===== src/rtl/off_gesture_detector.sv =====
// Front end of the OFF-mode event stage: per-key synchroniser and debouncer feeding
// the power-on gesture FSM (left key arms the standby timer, right key inside the window).
module off_gesture_detector #(
  parameter int unsigned           MODE_WIDTH      = 3,
  parameter int unsigned           MAX_WIDTH       = 32,
  parameter logic [MODE_WIDTH-1:0] OFF_CODE        = {MODE_WIDTH{1'b0}},
  parameter logic [19:0]           DEBOUNCE_CYCLES = 20'd1000000,
  parameter logic [2:0]            LOAD_WAIT       = 3'd4
) (
  input  logic                  clk,
  input  logic                  rstn,
  input  logic [MODE_WIDTH-1:0] current_mode,
  input  logic                  key_left_raw,
  input  logic                  key_right_raw,
  input  logic [MAX_WIDTH-1:0]  off_output_time,
  output logic                  first_toggle_signal,
  output logic                  standby_req,
  output logic                  gesture_timeout,
  output logic                  gesture_active
);

  typedef enum logic [1:0] {
    ST_IDLE   = 2'd0,
    ST_ARMED  = 2'd1,
    ST_WINDOW = 2'd2
  } state_e;

  // Index 0 = left key, index 1 = right key
  logic [1:0]       sync1_q, sync2_q;
  logic [1:0]       deb_q, deb_d;
  logic [1:0]       press_q, press_d;
  logic [1:0][19:0] cnt_q, cnt_d;

  state_e     state_q, state_d;
  logic [2:0] wait_q, wait_d;
  logic       first_toggle_q, first_toggle_d;
  logic       standby_q, standby_d;
  logic       timeout_q, timeout_d;
  logic       active_q, active_d;

  logic in_off_s;
  logic time_nz_s;
  logic load_expired_s;

  assign in_off_s       = (current_mode == OFF_CODE);
  assign time_nz_s      = |off_output_time;
  assign load_expired_s = (wait_q == (LOAD_WAIT - 3'd1));

  // Two-flop synchronisers for the asynchronous key inputs
  always_ff @(posedge clk or negedge rstn) begin
    if (!rstn) begin
      sync1_q <= 2'b00;
      sync2_q <= 2'b00;
    end else begin
      sync1_q <= {key_right_raw, key_left_raw};
      sync2_q <= sync1_q;
    end
  end

  // Debounce: a level change is accepted only after DEBOUNCE_CYCLES consecutive differing samples
  always_comb begin
    deb_d   = deb_q;
    cnt_d   = cnt_q;
    press_d = 2'b00;
    for (int k = 0; k < 2; k++) begin
      if (sync2_q[k] == deb_q[k]) begin
        cnt_d[k] = 20'd0;
      end else if (cnt_q[k] == (DEBOUNCE_CYCLES - 20'd1)) begin
        cnt_d[k]   = 20'd0;
        deb_d[k]   = sync2_q[k];
        press_d[k] = sync2_q[k];
      end else begin
        cnt_d[k] = cnt_q[k] + 20'd1;
      end
    end
  end

  // Debounced levels, counters and press pulses
  always_ff @(posedge clk or negedge rstn) begin
    if (!rstn) begin
      deb_q   <= 2'b00;
      cnt_q   <= '0;
      press_q <= 2'b00;
    end else begin
      deb_q   <= deb_d;
      cnt_q   <= cnt_d;
      press_q <= press_d;
    end
  end

  // FSM state register together with its registered outputs
  always_ff @(posedge clk or negedge rstn) begin
    if (!rstn) begin
      state_q        <= ST_IDLE;
      wait_q         <= 3'd0;
      first_toggle_q <= 1'b0;
      standby_q      <= 1'b0;
      timeout_q      <= 1'b0;
      active_q       <= 1'b0;
    end else begin
      state_q        <= state_d;
      wait_q         <= wait_d;
      first_toggle_q <= first_toggle_d;
      standby_q      <= standby_d;
      timeout_q      <= timeout_d;
      active_q       <= active_d;
    end
  end

  // Next-state logic; leaving OFF mode overrides every other transition
  always_comb begin
    state_d = state_q;
    wait_d  = wait_q;
    if (!in_off_s) begin
      state_d = ST_IDLE;
      wait_d  = 3'd0;
    end else begin
      case (state_q)
        ST_IDLE: begin
          if (press_q[0]) begin
            state_d = ST_ARMED;
            wait_d  = 3'd0;
          end else begin
            state_d = ST_IDLE;
          end
        end
        ST_ARMED: begin
          if (time_nz_s) begin
            state_d = ST_WINDOW;
          end else if (load_expired_s) begin
            state_d = ST_IDLE;
          end else begin
            wait_d = wait_q + 3'd1;
          end
        end
        ST_WINDOW: begin
          if (!time_nz_s || press_q[1]) begin
            state_d = ST_IDLE;
          end else begin
            state_d = ST_WINDOW;
          end
        end
        default: begin
          state_d = ST_IDLE;
          wait_d  = 3'd0;
        end
      endcase
    end
  end

  // Output decode, registered alongside the state so pulses align with transitions
  always_comb begin
    first_toggle_d = 1'b0;
    standby_d      = 1'b0;
    timeout_d      = 1'b0;
    active_d       = (state_d == ST_ARMED) || (state_d == ST_WINDOW);
    if (in_off_s) begin
      case (state_q)
        ST_IDLE:   first_toggle_d = press_q[0];
        ST_ARMED:  timeout_d      = !time_nz_s && load_expired_s;
        ST_WINDOW: begin
          standby_d = time_nz_s && press_q[1];
          timeout_d = !time_nz_s;
        end
        default: begin
          first_toggle_d = 1'b0;
        end
      endcase
    end else begin
      first_toggle_d = 1'b0;
    end
  end

  assign first_toggle_signal = first_toggle_q;
  assign standby_req         = standby_q;
  assign gesture_timeout     = timeout_q;
  assign gesture_active      = active_q;

endmodule

===== config.mk =====
export PLATFORM = sky130hd
export DESIGN_NAME = off_gesture_detector
export DESIGN_NICKNAME = d
export VERILOG_FILES = /design/src/rtl/off_gesture_detector.sv
export SDC_FILE = /design/constraint.sdc
export NUM_CORES = 1
export LEC_CHECK = 0
export BUFFER_PORTS_ARGS = -buffer_cell sky130_fd_sc_hd__buf_2
export CAP_MARGIN = 20
export CORE_UTILIZATION = 47
export CTS_CLUSTER_SIZE = 12
export DETAILED_ROUTE_END_ITERATION = 12
export PLACE_DENSITY = 0.68
export SLEW_MARGIN = 0
export SYNTH_ARGS = -nofsm -noshare
export SYNTH_HDL_FRONTEND = slang
export SYNTH_SLANG_ARGS = --single-unit

===== constraint.sdc =====
create_clock -name clk -period 2.67 [get_ports clk]
set_clock_uncertainty 0.05 [all_clocks]
set_input_delay 0.4005 -clock clk [delete_from_list [all_inputs] [get_ports clk]]
set_output_delay 0.4005 -clock clk [all_outputs]
set_load 0.03 [all_outputs]

==> metrics.md <==
| Metric | Value |
|---|---|
| FF-to-FF Start | `cnt_q[0]` |
| Fin Setup TNS | `0 ns` |
| Synth top cells by count | `57 x dfrtp_1, 49 x nor2_1, 24 x xnor2_1` |
| EDFF count, synth | `0` |
| Area leader, netlist | `dfrtp_1` |
| TritonCTS clock tree | `done` |
| Reg2reg setup slack | `0.57 ns` |
| First-pass GRT wire length | `8640 um` |
| Dpl cell area | `3100 um2` |
| CTS-repair resized insts | `0` |
| Final Hold Viols | `0` |
| Util after Layout | `0.580` |
| Num rows | `27` |
| Routed Antenna Nets | `0` |
| WHS Endpoint | `sync1_q[0]` |
| Slew Viols, Final | `0` |
| Asr flop ratio synth | `1.00` |
| Core box area | `5640 um2` |
| Starting density of the core | `0.498` |
| Layout Nets | `380` |
| Worst-margin pin slew | `0.693 ns` |
| Synth Flop Type | `dfrtp_1` |
| Clk buf depth | `2` |
| Final instance area | `3270 um2` |
| RD Place Congestion | `0.763` |
| Fraction of the yosys area taken by sequential cells | `0.508` |
| Cells after synthesis | `281` |
| Clk Latency, worst-skew pair | `0.33 ns` |
| CTS buffer count | `9` |
| Cells on worst reg2reg path | `7` |
| Non-Filler Instances | `410` |
| Worst setup EP type | `flop` |
| Via count of the first global-routing pass | `1918` |
| Io pins | `43` |
| Die Y-Extent | `79.3 um` |
| ANT cells | `0` |
| Worst Setup Path Type | `reg2reg` |
| Final min period | `2.10 ns` |
| Worst hold stages | `1` |
| Leakage power | `1.48 nW` |
| Postcts setup bufs | `0` |
| Most frequent cell after synthesis | `dfrtp_1` |
| Crit Path Max Fanout | `12` |
| Unique masters post-synth | `38` |
| Startpoint types | `flop` |
| RSZ-0062 raised after global routing | `no` |
| Run status | `complete, no violations` |
| Fmax | `475 MHz` |
| CP Data Required Time | `2.83 ns` |
| Clk pin slew, worst setup/hold paths | `0.06 ns` |
| Pin count of the biggest net entering global routing | `58` |
| Mapped Area | `2810 um2` |
| 1st-iter DRT viols | `85` |
| Top area cells in the synthesized netlist | `dfrtp_1 51%, xnor2_1 7.5%, nor2_1 6.6%` |
| Routed wire length | `5040 um` |
| Slew margin rel. | `0.538` |
| Hold Path Class | `in2reg` |
| Residual DRC | `0` |
| Final worst path period share | `0.788` |
| Synth Warn # | `0` |
| # fillers | `482` |
| Wire per inst | `12.3 um` |
| Initial antenna violation count | `0` |
| Power Density | `505 nW/um2` |
| Startpoint of the worst hold path | `key_left_raw` |
| Total placed cells including tap cells | `394` |
| CTS Hold Bufs | `0` |
| Final setup violation count | `0` |
| Layout area overhead | `16.5%` |
| Dpl hpwl | `3600 um` |
| Synth top area share | `0.508` |
| Total die area | `6290 um2` |
| Layout cells sized above 1 | `0.198` |
| GRT Total Usage | `0.183` |
| Peak VDD IR | `0.404 mV` |
| Total gr overflow | `0` |
| Syn Area/Cell | `9.99 um2` |
| Worst r2r dst | `cnt_q[6]` |
| Via count | `2089` |
| Drt first pass iters | `4` |
| Worst EP arrival | `2.26 ns` |
| Clock Sinks | `57` |
| Buffers on Ports | `42` |
| Syn Nets | `328` |
| Depth of the CTS H-tree | `3` |
| Vias per std cell | `5.10` |
| Root Buffer | `clkbuf_8` |
| Die width | `79.3 um` |
| Max-cap check violation count | `0` |
| Synthesized flop and latch total | `57` |
[per-layer routing]
| layer | GRT usage | vias to the layer above | part of all wire | wire length, um |
|---|---|---|---|---|
| met4 | 0.0655 | 0 | 0.0099 | 50 |
| met2 | 0.279 | 57 | 0.45 | 2250 |
| met5 | 0 | - | 0 | 0 |
| li1 | - | 1072 | - | - |
| met3 | 0.0655 | 5 | 0.064 | 324 |
| met1 | 0.238 | 955 | 0.48 | 2410 |
[critical path, stage by stage, from the launching register on]
cell and delay (ns):
dfrtp_1 0.38, ha_1 0.21, and4_1 0.22, nand2_1 0.11, nor4_2 0.38, or2_1 0.32
buf_4 0.25, nor2_1 0.07
[layout by cell type, fill, tap and decap left out, types with 3 or more instances in the layout]
master	n
clkinv_2	3
nand3_1	21
and2_1	3
dfrtp_1	57
inv_1	13
nor3b_1	3
buf_2	42
and3_1	10
nor2_1	49
nand2_1	14
xnor2_1	24
a21oi_1	4
xor2_1	14
nor3_1	7
nor4_1	14
clkbuf_8	11
o21ai_0	5
buf_4	3
nand4_1	6
ha_1	8
[flip-flops by register name, indices dropped and copies added, names as in the netlist]
signal / flops
gesture_timeout: 1
standby_req: 1
state_q: 2
gesture_active: 1
first_toggle_signal: 1
press_q: 2
deb_q: 2
wait_q: 3
sync2_q: 2
cnt_q: 40
sync1_q: 2
[cell type report]
cell class	count	area, um2	share of cell area
Sequential cell	57	1430	0.436
Timing Repair Buffer	45	233	0.0711
Multi-Input combinational cell	207	1300	0.397
Tap cell	72	90.1	0.0275
Clock buffer	13	159	0.0486
Clock inverter	3	15.0	0.00459
Inverter	13	48.8	0.0149
[report_power, final]
part	total, mW	internal [mW]	switching, mW
clock network	0.696	0.383	0.313
logic	0.0740	0.0323	0.0417
registers	0.884	0.874	0.00924
[how the worst max path moves through the flow]
| stage | startpoint | to | slack (ns) |
|---|---|---|---|
| after floorplan | cnt_q[0] | cnt_q[11] | 0.89 |
| after global placement | cnt_q[0] | cnt_q[16] | 0.67 |
| after detailed placement | cnt_q[0] | cnt_q[16] | 0.56 |
| after CTS | cnt_q[0] | cnt_q[6] | 0.55 |
| after global routing | cnt_q[0] | cnt_q[10] | 0.40 |
| final | cnt_q[0] | cnt_q[6] | 0.57 |
[metrics by stage]
stage | total power, mW | hold WS [ns] | setup slack, ns
final | 1.65 | 0.134 | 0.566
after global routing | 1.73 | 0.112 | 0.398
after CTS | 1.69 | 0.111 | 0.555
after detailed placement | 0.976 | 0.289 | 0.557
after global placement | 0.974 | 0.287 | 0.671
after floorplan | 0.925 | 0.0549 | 0.890
[logic make-up after synthesis]
group,after synthesis,synth area share
multiplexers,3,0.0116
flip-flops,57,0.508
adder cells (fa/ha/maj),8,0.0357
AO/OA/AOI/OAI,14,0.0308
AND/OR/NAND/NOR,144,0.266
XOR/XNOR,38,0.119
buffers and inverters,17,0.0290
Note: power is estimated with default switching activity, not from simulation.
